### config.mk
export PLATFORM = sky130hd
export DESIGN_NAME = conv_encoder_framer
export DESIGN_NICKNAME = d
export VERILOG_FILES = /design/src/rtl/conv_encoder_framer.sv
export SDC_FILE = /design/constraint.sdc
export NUM_CORES = 1
export LEC_CHECK = 0
export CAP_MARGIN = 10
export CORE_UTILIZATION = 50
export DETAILED_ROUTE_END_ITERATION = 6
export GPL_TIMING_DRIVEN = 1
export HOLD_SLACK_MARGIN = 0.05
export PLACE_DENSITY = 0.76
export SLEW_MARGIN = 10
export SYNTH_ARGS = -nofsm -noshare
export SYNTH_HDL_FRONTEND = slang
export SYNTH_SLANG_ARGS = --single-unit
### constraint.sdc
create_clock -name clk -period 2.6 [get_ports clk]
set_clock_uncertainty 0.1 [all_clocks]
set_input_delay 0.26 -clock clk [delete_from_list [all_inputs] [get_ports clk]]
set_output_delay 0.26 -clock clk [all_outputs]
set_load 0.005 [all_outputs]
### src/rtl/conv_encoder_framer.sv
// Rate-1/2, K=3 convolutional encoder with frame handshaking.
// Each accepted word is sent LSB first, optionally followed by two zero tail bits.
module conv_encoder_framer #(
  parameter int         DATA_W  = 8,
  parameter logic [2:0] G0      = 3'b111,
  parameter logic [2:0] G1      = 3'b101,
  parameter bit         TAIL_EN = 1'b1
) (
  input  logic              clk,
  input  logic              rst,
  input  logic [DATA_W-1:0] i_data,
  input  logic              i_valid,
  output logic              o_ready,
  output logic [1:0]        o_sym,
  output logic              o_sym_valid,
  input  logic              i_sym_ready,
  output logic              o_busy,
  output logic              o_done
);

  localparam int IDX_W = $clog2(DATA_W) + 1;

  localparam logic [1:0] IDLE   = 2'd0;
  localparam logic [1:0] ENCODE = 2'd1;
  localparam logic [1:0] TAIL   = 2'd2;
  localparam logic [1:0] DONE   = 2'd3;

  logic [1:0]        fsm;
  logic [DATA_W-1:0] word_q;
  logic [1:0]        enc_state;
  logic [IDX_W-1:0]  bit_idx;
  logic              tail_cnt;
  logic              ready_en;

  logic [DATA_W-1:0] word_shift;
  logic              cur_bit;
  logic [2:0]        taps;
  logic              sym_valid;
  logic              xfer;
  logic              last_bit;

  always_comb begin
    word_shift = word_q >> bit_idx;
    cur_bit    = (fsm == ENCODE) ? word_shift[0] : 1'b0;
    taps       = {cur_bit, enc_state};
    sym_valid  = (fsm == ENCODE) || (fsm == TAIL);
    xfer       = sym_valid && i_sym_ready;
    last_bit   = (bit_idx == IDX_W'(DATA_W - 1));
  end

  // ready_en keeps o_ready low until the first clock edge after reset release
  always_ff @(posedge clk or negedge rst) begin
    if (!rst) begin
      fsm       <= IDLE;
      word_q    <= '0;
      enc_state <= 2'b00;
      bit_idx   <= '0;
      tail_cnt  <= 1'b0;
      ready_en  <= 1'b0;
    end else begin
      ready_en <= 1'b1;
      case (fsm)
        IDLE: begin
          if (i_valid && o_ready) begin
            word_q    <= i_data;
            enc_state <= 2'b00;
            bit_idx   <= '0;
            tail_cnt  <= 1'b0;
            fsm       <= ENCODE;
          end
        end
        ENCODE: begin
          if (xfer) begin
            enc_state <= {cur_bit, enc_state[1]};
            if (last_bit) begin
              fsm <= TAIL_EN ? TAIL : DONE;
            end else begin
              bit_idx <= bit_idx + 1'b1;
            end
          end
        end
        TAIL: begin
          if (xfer) begin
            enc_state <= {1'b0, enc_state[1]};
            tail_cnt  <= ~tail_cnt;
            if (tail_cnt) begin
              fsm <= DONE;
            end
          end
        end
        default: fsm <= IDLE;
      endcase
    end
  end

  always_comb begin
    o_ready     = ready_en && (fsm == IDLE);
    o_busy      = (fsm != IDLE);
    o_done      = (fsm == DONE);
    o_sym_valid = sym_valid;
    o_sym       = sym_valid ? {^(G0 & taps), ^(G1 & taps)} : 2'b00;
  end

endmodule

==> results of run 1 <==
-- metal layers --
layer	wire length, um	part of all wire (%)	global-route usage [%]	vias up
li1	-	-	-	385
met1	948	46	28.37	372
met2	1017	50	32.78	15
met3	66	3.2	3.462	2
met4	12	0.59	6.857	0
met5	0	0	0	-
-- power groups by stage --
stage	logic (mW)	clock network, mW	registers [mW]
floorplan	0.533	0	0.457
global placement	0.746	0	0.477
detailed placement	0.766	0	0.488
CTS	0.805	0.179	0.481
global route	0.918	0.190	0.492
finish	0.832	0.172	0.483
-- path summary, 6_finish.rpt --
| kind | endpoint | slack (ps) | startpoint |
|---|---|---|---|
| min in group clk | tail_cnt | 380 | tail_cnt |
| setup reg to reg | bit_idx[0] | 430 | fsm[0] |
| hold reg to reg | tail_cnt | 380 | tail_cnt |
| setup / recovery | o_sym[1] | 120 | fsm[1] |
| max in group asynchronous | bit_idx[0] | 1530 | rst |
| hold / removal | enc_state[1] | 330 | rst |
-- cell families after synthesis --
group,after synthesis
xor gates and xnor gates,1
AOI/OAI and AO/OA,16
muxes,16
buffers and inverters,6
DFF,18
and+or+nand+nor,29
other,1
adders and majority gates,5
-- registers in the layout, summed over array words and instances, names as in the netlist --
name       count
bit_idx        4
enc_state      2
fsm            2
ready_en       1
tail_cnt       1
word_q         8
-- cell type report --
cell class,instances,area [sq um]
multi-input cells,68,568.0
fillers,148,505.5
flip-flops and latches,18,451.7
repair buffers,22,209.0
clock buffers,4,36.28
well taps,25,31.28
inverters,5,18.77
-- cell usage in the layout, fill, tap and decap left out, drive strengths merged, types with 3 or more instances in the layout --
cell type | netlist | final
dfrtp | 18 | 18
clkdlybuf4s50 | 0 | 15
mux2 | 12 | 12
nand2 | 5 | 5
buf | 0 | 5
inv | 5 | 5
ha | 5 | 5
a21oi | 4 | 4
nor2 | 4 | 4
clkbuf | 1 | 4
nand2b | 3 | 3
mux2i | 3 | 3
-- metrics by stage --
stage | instances | cell area, sq um | TNS (ps)
2_1_floorplan | 92 | 1022 | 0
3_3_place_gp | 134 | 1227 | 0
3_5_place_dp | 134 | 1227 | 0
4_1_cts | 140 | 1282 | 0
5_1_grt | 142 | 1315 | -2.724
6_report | 142 | 1315 | 0
-- repair_timing --
item | CTS | global route
resized for setup | 6 | 4
endpoints found under the setup margin | 2 | 1
buffers inserted | 2 | 2
==> results.yml, run 1 <==
outcome:
  status: "complete, no violations"
synth:
  synthAdderAreaFrac_pct: 6.120
  synthCells: 92
  ys.flop_type: "dfrtp_1"
  synth_top_family_by_area: "multiplexers"
  synth_warnings: 0
  synth.most_common_cell: "dfrtp_1"
  synthTopCellsByArea: "dfrtp_1 (44%), mux2_2 (13%), ha_1 (6.1%), mux2i_1 (2.9%), mux4_1 (2.6%)"
  yosysSeqAreaShare_pct: 44.06
  synth_top_area_share_pct: 44.06
  synth_compound_area_share_pct: 10.77
  synth_area_leader_cell: "dfrtp_1"
  avgSynthCellArea_sq_um: 11.11
  synth_area_sq_mm: 0.001022
  synthMuxAreaShare_pct: 18.73
  synthDistinctLibCells: 38
  synth.net_count: 109
  ys_async_sr_fraction_pct: 100.0
  synth_edf_count: 0
  synth-seq-cells: 18
  netlist_top_cells_count: "dfrtp_1 (18), mux2_2 (12), ha_1 (5), inv_1 (5), nand2_1 (5)"
  synth-simple-area-share_pct: 16.89
  synthXorXnorAreaFrac_pct: 0.8568
timing:
  fin_hold_ws_ps: 325.4
  slew_violations: 0
  hold_violations: 0
  finalCritPeriodShare_pct: 95.41
  worst_pin_slew_ps: 800.6
  fmax_ghz: 0.4031
  period_minus_slack_ps: 2481
  setup_ws_ps: 119.3
  finalSetupViolations: 0
  relSlewSlack_pct: 46.46
worst_setup_path:
  worstPathMaxFanout: 5
  cp.arrival_ps: 2120
  worstPathCellList: "inv_2, ha_2, or2b_4, or4_1, a21oi_1, dlygate4sd2_1"
  cpPeakStageDelay_ps: 510
  path_delay_family: "simple AND/OR/NAND/NOR gates"
  path_depth: 6
  worst_setup_path_end_kind: "primary output"
  cp_num_buf_inv: 2
  critPathKind: "reg -> out"
  cp-start-kind: "flip-flop"
  crit_slowest_cell: "or4_1"
  cp.required_ps: 2240
  rr_worst_depth: 6
die:
  start_util_pct: 56.15
  dieWidth_um: 47.22
  core_sq_mm: 0.001821
  rows: 15
  die-height_um: 47.22
  dieArea_sq_mm: 0.002229
  io_pins: 18
pwr:
  p_leak_nw: 0.6021
  ir_worst_vdd_mv: 0.8081
  p_sw_mw: 0.5639
  pwr-share-comb_pct: 55.9
  p_int_mw: 0.9226
  swShare_pct: 37.93
  share_seq_of_total_power_pct: 32.5
  pwr-share-clk_pct: 11.6
  power.total_mw: 1.486
  p_per_area_mw_per_mm2: 1130
place:
  dp_slack_ps: 79.60
  dpl.hpwl_um: 1548
  io_buffers: 17
  routabilityCongestion: 0.8099
clock_tree:
  hold_buffers: 0
  clockBufferDepth: 2
  clk_pin_slew_ps: 100
  cts_tree: "yes"
  clk_latency_ps: 290
  htreeDepth: 1
  numCtsBuffers: 3
  cts_root_buf: "clkbuf_4"
  clkSinkCount: 18
min_path:
  hp-class: "in -> async"
layout:
  post-route-util_pct: 72.23
  antennaDiodeCount: 0
  nets: 135
  drive_above_1_share_pct: 29.06
  syn_to_final_growth_pct: 28.64
detailed_routing:
  detail-route-antenna-nets: 0
  vias: 774
  drc: 0
  routed_wl_um: 2044
  drtIter0Drc: 8
  drt_first_pass_iters: 4
  wire_per_inst_um: 14.39
  viasPerCell: 5.451
grt:
  grt_pass1_wl_um: 3091
  grt_max_degree: 19
  grt_pass1_vias: 669
  overflow: 0
  track_usage_pct: 20.54
  antenna_found_initial: 0
run:
  cap_violations: 0
Note: power is estimated with default switching activity, not from simulation.
==> inputs of run 2 (changes only) <==
- SKIP_LAST_GASP: default -> 1
==> results of run 2 <==
The final DEF is identical to that of run 1; final timing and power are the same.
